**config.mk**
```make
export PLATFORM = sky130hd
export DESIGN_NAME = mem_arbiter
export DESIGN_NICKNAME = d
export VERILOG_FILES = /design/src/rtl/mem_arb_pkg.sv /design/src/rtl/mem_arb_starve_cnt.sv /design/src/rtl/mem_arbiter.sv
export SDC_FILE = /design/constraint.sdc
export NUM_CORES = 1
export LEC_CHECK = 0
export BUFFER_PORTS_ARGS = -buffer_cell sky130_fd_sc_hd__buf_2
export CAP_MARGIN = 10
export CORE_MARGIN = 8
export CORE_UTILIZATION = 35
export CTS_CLUSTER_DIAMETER = 50
export DETAILED_ROUTE_END_ITERATION = 16
export GPL_ROUTABILITY_DRIVEN = 0
export MAX_ROUTING_LAYER = met4
export PLACE_DENSITY = 0.91
export SETUP_SLACK_MARGIN = 0.4
export SLEW_MARGIN = 5
export SYNTH_ARGS = -nofsm -noshare
export SYNTH_HDL_FRONTEND = slang
export SYNTH_HIERARCHICAL = 1
export SYNTH_SLANG_ARGS = --single-unit
```
**constraint.sdc**
```tcl
create_clock -name clk_i -period 2.96 [get_ports clk_i]
set_input_delay 0.148 -clock clk_i [delete_from_list [all_inputs] [get_ports clk_i]]
set_output_delay 0.148 -clock clk_i [all_outputs]
set_load 0.1 [all_outputs]
```
**src/rtl/mem_arb_pkg.sv**
```systemverilog
// Shared types and constants for the unified-memory arbiter and its memory model.
package mem_arb_pkg;

    localparam int MEM_ADDR_W = 14;
    localparam int MEM_DATA_W = 32;

    // Owner of the single outstanding memory access; doubles as the response FSM state.
    typedef enum logic [1:0] {
        OWN_NONE = 2'd0,
        OWN_IF   = 2'd1,
        OWN_D    = 2'd2
    } owner_e;

endpackage

```
**src/rtl/mem_arb_starve_cnt.sv**
```systemverilog
// Saturating up-counter with synchronous clear, used both for fetch starvation
// tracking and for the conflict-cycle statistic.
module mem_arb_starve_cnt #(
    parameter int         W   = 3,
    parameter logic [W-1:0] MAX = '1
) (
    input  logic         clk,
    input  logic         rst_n,
    input  logic         inc,
    input  logic         clr,
    output logic [W-1:0] count,
    output logic         at_max
);

    assign at_max = (count == MAX);

    // Clear wins over increment; the count sticks once it reaches MAX.
    always_ff @(posedge clk or negedge rst_n) begin
        if (!rst_n) begin
            count <= '0;
        end else if (clr) begin
            count <= '0;
        end else if (inc && !at_max) begin
            count <= count + 1'b1;
        end
    end

endmodule

```
**src/rtl/mem_arbiter.sv**
```systemverilog
// Arbitrates one single-ported, 1-cycle-latency memory between instruction
// fetch and load/store data. Data has priority, but after STARVE_MAX data
// grants in a row with fetch waiting, fetch is forced through. Responses are
// routed back to whichever port owned the previous cycle's access.
module mem_arbiter
    import mem_arb_pkg::*;
#(
    parameter int ADDR_W     = MEM_ADDR_W,
    parameter int DATA_W     = MEM_DATA_W,
    parameter int STARVE_MAX = 4,
    parameter int CNT_W      = 16
) (
    input  logic              clk_i,
    input  logic              reset_i,
    input  logic              if_req_i,
    input  logic [ADDR_W-1:0] if_addr_i,
    output logic              if_gnt_o,
    output logic              if_rvalid_o,
    output logic [DATA_W-1:0] if_rdata_o,
    input  logic              d_req_i,
    input  logic              d_we_i,
    input  logic [3:0]        d_be_i,
    input  logic [ADDR_W-1:0] d_addr_i,
    input  logic [DATA_W-1:0] d_wdata_i,
    output logic              d_gnt_o,
    output logic              d_rvalid_o,
    output logic [DATA_W-1:0] d_rdata_o,
    output logic              mem_req_o,
    output logic              mem_we_o,
    output logic [3:0]        mem_be_o,
    output logic [ADDR_W-1:0] mem_addr_o,
    output logic [DATA_W-1:0] mem_wdata_o,
    input  logic [DATA_W-1:0] mem_rdata_i,
    output logic              stall_o,
    output logic [CNT_W-1:0]  conflict_cnt_o
);

    // Starvation counter only needs to reach STARVE_MAX; keep it at least one bit wide.
    localparam int SW = (STARVE_MAX < 1) ? 1 : $clog2(STARVE_MAX + 1);

    owner_e        state;
    owner_e        next_state;
    logic          resp_we;
    logic [SW-1:0] starve_cnt;
    logic          starve_at_max;
    logic          fetch_wins;
    logic          both_req;
    logic          conflict_full;

    assign both_req   = if_req_i & d_req_i;
    assign fetch_wins = (starve_cnt == SW'(STARVE_MAX));

    // Grants are gated by reset so nothing is issued while the core is held in reset.
    assign d_gnt_o   = reset_i & d_req_i & ~(if_req_i & fetch_wins);
    assign if_gnt_o  = reset_i & if_req_i & ~d_gnt_o;
    assign mem_req_o = if_gnt_o | d_gnt_o;
    assign stall_o   = reset_i & if_req_i & ~if_gnt_o;

    mem_arb_starve_cnt #(
        .W   (SW),
        .MAX (SW'(STARVE_MAX))
    ) u_starve_cnt (
        .clk    (clk_i),
        .rst_n  (reset_i),
        .inc    (d_gnt_o & if_req_i & ~starve_at_max),
        .clr    (if_gnt_o | ~if_req_i),
        .count  (starve_cnt),
        .at_max (starve_at_max)
    );

    mem_arb_starve_cnt #(
        .W   (CNT_W),
        .MAX ('1)
    ) u_conflict_cnt (
        .clk    (clk_i),
        .rst_n  (reset_i),
        .inc    (both_req & ~conflict_full),
        .clr    (1'b0),
        .count  (conflict_cnt_o),
        .at_max (conflict_full)
    );

    // Steer the granted port's request fields onto the memory bus.
    always_comb begin
        mem_we_o    = 1'b0;
        mem_be_o    = 4'h0;
        mem_addr_o  = '0;
        mem_wdata_o = '0;
        if (d_gnt_o) begin
            mem_we_o    = d_we_i;
            mem_be_o    = d_be_i;
            mem_addr_o  = d_addr_i;
            mem_wdata_o = d_wdata_i;
        end else if (if_gnt_o) begin
            mem_be_o   = 4'hF;
            mem_addr_o = if_addr_i;
        end
    end

    // Remember who owns the in-flight access and whether a data access was a store.
    always_ff @(posedge clk_i or negedge reset_i) begin
        if (!reset_i) begin
            state   <= OWN_NONE;
            resp_we <= 1'b0;
        end else begin
            state <= next_state;
            if (d_gnt_o) begin
                resp_we <= d_we_i;
            end
        end
    end

    // Next owner follows this cycle's grant; responses come from the current owner.
    always_comb begin
        next_state  = OWN_NONE;
        if_rvalid_o = 1'b0;
        if_rdata_o  = '0;
        d_rvalid_o  = 1'b0;
        d_rdata_o   = '0;
        if (if_gnt_o) begin
            next_state = OWN_IF;
        end else if (d_gnt_o) begin
            next_state = OWN_D;
        end
        unique case (state)
            OWN_IF: begin
                if_rvalid_o = 1'b1;
                if_rdata_o  = mem_rdata_i;
            end
            OWN_D: begin
                d_rvalid_o = 1'b1;
                d_rdata_o  = resp_we ? '0 : mem_rdata_i;
            end
            default: ;
        endcase
    end

endmodule

```
* Yosys cells after proc, flatten, opt, wreduce, memory -nomap -nowiden *
Index checks and enable logic that the tools add are counted.

storage, ports and cells
  latch bits = 0
  memory bits (read-only) = 0
  word-level logic and storage cells = 48
  register bits = 22
  memories kept = 0
  RAM bits = 0

cells by class
  $lt $le $gt $ge = 0
  muxes and demuxes = 15
  $add $sub $neg = 2
  div/mod/pow operators = 0
  bitwise operators = 18
  reductions and logical operators = 5
  equality and inequality tests = 4
  multiply operators = 0
  shift operators = 0

operators with widths
  kind                   number
  $mux 32                4
  $mux 14                2
  $add 16x1->16 const B  1
  $eq 16x16->1 const B   1
  $and 1x1->1            10
  $mux 4                 2
  $mux 3                 2
  $not 1->1              6
  $mux 2                 2
  $add 3x1->3 const B    1
  $eq 3x3->1 const B     1
  $mux 1                 3
  $eq 2x1->1 const B     1
  $eq 2x2->1 const B     1
  $logic_and 1x1->1      2
  $logic_not 1->1        2
  $or 1x1->1             2
  $reduce_bool 2->1      1

* Depth between registers and ports, before layout *
  depth in word-level cells = 9
  depth in mapped cells = 9
  gate-level depth less buffers = 8

* Cells and area by module *
The synthesis kept the hierarchy.

modules (own cells, without submodules)
  module                                times used  cells an instance  sequential area each (sq um)  area an instance (sq um)
  mem_arbiter                           1           149                75.1                          1017.2
  mem_arb_starve_cnt at u_conflict_cnt  1           102                400.4                         959.7
  mem_arb_starve_cnt at u_starve_cnt    1           18                 75.1                          192.7

* Worst setup path before layout *
No wires, ideal clock.

  kind = register -> output
  start point = register state[0]
  end point = output d_rdata_o[10]
  arrival time = 3.056 ns
  cell stages (with the launch flop) = 5
  required time = 2.812 ns
  slack = -0.244 ns
  path through = dfrtp_1 -> nor2b_1 -> nor2b_1 -> clkbuf_1 -> and2_1

on the way
  longest elaborated chain between the ends = 2

RTL lines
  element                 RTL line            source
  start, declared         mem_arbiter.sv:41   owner_e state;
  start signal, assigned  mem_arbiter.sv:106  state <= next_state;
  $eq 2x2->1              mem_arbiter.sv:125  unique case (state)
  $mux 32                 mem_arbiter.sv:125
  end, declared           mem_arbiter.sv:27   output logic [DATA_W-1:0] d_rdata_o,

No other way between the ends.

* Worst setup path after layout *
  start point = input reset_i
  end point = output mem_be_o[0]

on the way
  longest elaborated chain between the ends = 6
  elaborated cells between the ends (all ways) = 7
  those cells by class = mux: 2; bitwise: 5

RTL lines
  element                    RTL line           source
  start, declared            mem_arbiter.sv:14  input logic reset_i,
  $and 1x1->1 (2 in series)  mem_arbiter.sv:54  assign d_gnt_o = reset_i & d_req_i & ~(if_req_i & fetch_wins);
  $not 1->1                  mem_arbiter.sv:55  assign if_gnt_o = reset_i & if_req_i & ~d_gnt_o;
  $and 1x1->1                mem_arbiter.sv:55
  $mux 4                     mem_arbiter.sv:94  end else if (if_gnt_o) begin
  $mux 4 (*)                 mem_arbiter.sv:89  if (d_gnt_o) begin
  end, declared              mem_arbiter.sv:30  output logic [3:0] mem_be_o,

Mark *: on every way between the ends. The rest lies on a longest branch, timed or not.

==> reports/qor.yml <==
power_density_nw_per_um2: 353.9
grt.total_usage_pct: 24.20
clockBufferDepth: 2
yosys.area.top_type_share_pct: 28.55
post_route_cells_drive_above_1_share_pct: 52.69
clk_latency_ns: 0.27
slew_viol_final: 0
synth_edf_count: 0
cp.required_ns: 2.81
grt_overflow: 0
rows: 28
routedWlPerCell_um: 20.13
drv_cap: 0
die_h_um: 94.73
cts_setup_buffers: 0
synth_area_leaders: "and2_1, dfrtp_1, a22o_1, a21oi_1, mux2_2"
fp.dieW_um: 94.73
synthArstFlopShare_pct: 100.0
grt_max_degree: 35
htree_levels: 1
routed_wl_mm: 11.70
worst_pin_slew_ns: 0.6495
clk_pin_slew_ns: 0.08
finalCritPeriodShare_pct: 80.38
start_util_pct: 36.43
vias_per_cell: 5.034
grt_pass1_wl_mm: 16.28
ys_seq_elements: 22
p_leak_uw: 0.002151
drtPass1Iterations: 4
syn_to_final_growth_pct: 71.74
seq_power_share_pct: 23.6
dr_total_vias: 2925
p_sw_uw: 712.5
p_int_uw: 606.1
drc_errors: 0
setup_violations: 0
setup-tns-final_ns: 0
p_sw_share_pct: 54.03
hold_viol_final: 0
rsz0062_at_grt: "no"
path_class: "primary input to output port"
cts_resized: 0
ir_worst_vdd_v: 0.0002518
path_max_fanout: 25
nFillCells: 524
io_buffer_count: 237
worst_setup_path_start_kind: "primary input"
cts_hold_buf: 1
synth_seq_area_share_pct: 25.37
min_path_type: "primary input to register"
nets: 606
power_frac_comb_pct: 59.6
io_pins: 238
synth_ff_type: "dfrtp_1"
finalCriticalPeriod_ns: 2.379
syn_inst: 269
grt_pass1_vias: 2899
skew_ns: 0.004061
cts_buffers: 3
antenna_found_initial: 5
end_kind: "output port"
core_area_um2: 5956
fmax_ghz: 0.4203
ys_types: 46
status: "complete, no violations"
yosys_warnings: 6
synthTopCellsByCount: "and2_1, dfrtp_1, a22o_1, a21oi_1, nand2_1"
cts_tree: "yes"
ant_nets: 0
drt_iter0_markers: 137
root_buffer: "clkbuf_8"
max_slew_margin_pct: 56.30
syn_area_um2: 2170
p_clk_share_pct: 16.8
timing.hold.ws_ns: 0.1796
crit_arrival_ns: 2.23
yosysTopAreaCell: "and2_1"
syn_avg_cell_area_um2: 8.065
cts_sinks: 22
dieArea_um2: 8974
dpl.hpwl_mm: 9.960
synth.most_common_cell: "and2_1"
[logic make-up (layout without fill, tap and decap cells)]
| family | after synthesis | after routing | synth area share [%] |
|---|---|---|---|
| AOI/OAI and AO/OA | 48 | 48 | 16.21 |
| adders and majority gates | 3 | 3 | 1.730 |
| buffers and inverters | 23 | 254 | 6.055 |
| DFF | 22 | 22 | 25.37 |
| muxes | 7 | 7 | 3.691 |
| other | 1 | 7 | 0.1728 |
| and+or+nand+nor | 165 | 165 | 46.77 |
[through the flow]
step                utilization [%]  instance area, um2  std cells  total power, uW  setup slack (ns)
floorplan                         -                2186        270            890.7            0.4123
global placement              61.26                3649        571             1093            0.9259
detailed placement            61.26                3649        571             1101            0.8392
CTS                           62.35                3714        576             1325            0.6226
global route                  62.56                3726        581             1368            0.4115
finish                        62.56                3726        581             1319            0.5807
[worst paths after layout]
path / slack [ns] / startpoint / endpoint / depth (start not counted)
hold / removal: 0.18 / d_req_i / state[1] / 2
max in group asynchronous: 2.21 / reset_i / u_conflict_cnt/count[13] / 3
hold reg to reg: 0.52 / resp_we / resp_we / 1
setup / recovery: 0.58 / reset_i / mem_be_o[0] / 8
setup reg to reg: 0.72 / u_conflict_cnt/count[0] / u_conflict_cnt/count[13] / 9
min in group asynchronous: 0.48 / reset_i / u_conflict_cnt/count[4] / 3
[routing by layer]
layer	up-vias	global-route usage [%]	wire length [um]
met3	13	12.14	1821
met1	1315	25.69	4065
met2	193	38.47	5638
met4	0	7.802	173
met5	-	-	0
li1	1404	-	-
[layout make-up]
class	count	area, um2	share of cell area, %
diodes	5	12.51	0.3358
clock buffers	4	55.05	1.478
inverters	4	15.01	0.4030
multi-input cells	225	1499	40.23
flip-flops and latches	22	554.3	14.88
well taps	75	93.84	2.518
repair buffers	246	1496	40.16
[placed cells by master (no fill, tap or decap), types with 4 or more instances in the layout]
cell type,count
nand3_1,7
or3_1,5
a21o_1,4
a22o_1,14
nand2b_1,6
buf_4,8
a21oi_1,12
buf_2,221
buf_12,16
nor2b_1,6
clkbuf_8,4
dfrtp_1,19
nor4_1,5
o21ai_0,6
nand2_1,9
mux2_2,4
diode_2,5
nor2_1,8
nand4_1,5
and2_1,99
inv_1,4
[worst max-delay path, stage by stage]
cell           delay [ns]
dlygate4sd3_1        0.55
buf_2                0.15
buf_4                0.31
nand2_1              0.09
a21oi_1              0.14
buf_4                0.28
a21o_1               0.12
buf_2                0.42
[sequential cells by signal, summed over array words and instances (netlist names)]
signal                cells
resp_we                   1
u_starve_cnt/count        3
u_conflict_cnt/count     16
state                     2
[power by group through the flow]
| stage | clock network, uW | registers, uW | logic (uW) |
|---|---|---|---|
| after floorplan | 0 | 328 | 563 |
| after detailed placement | 0 | 317 | 784 |
| final | 222 | 311 | 786 |
| after global placement | 0 | 316 | 777 |
| after CTS | 227 | 311 | 787 |
| after global routing | 242 | 312 | 813 |
Note: power is estimated with default switching activity, not from simulation.
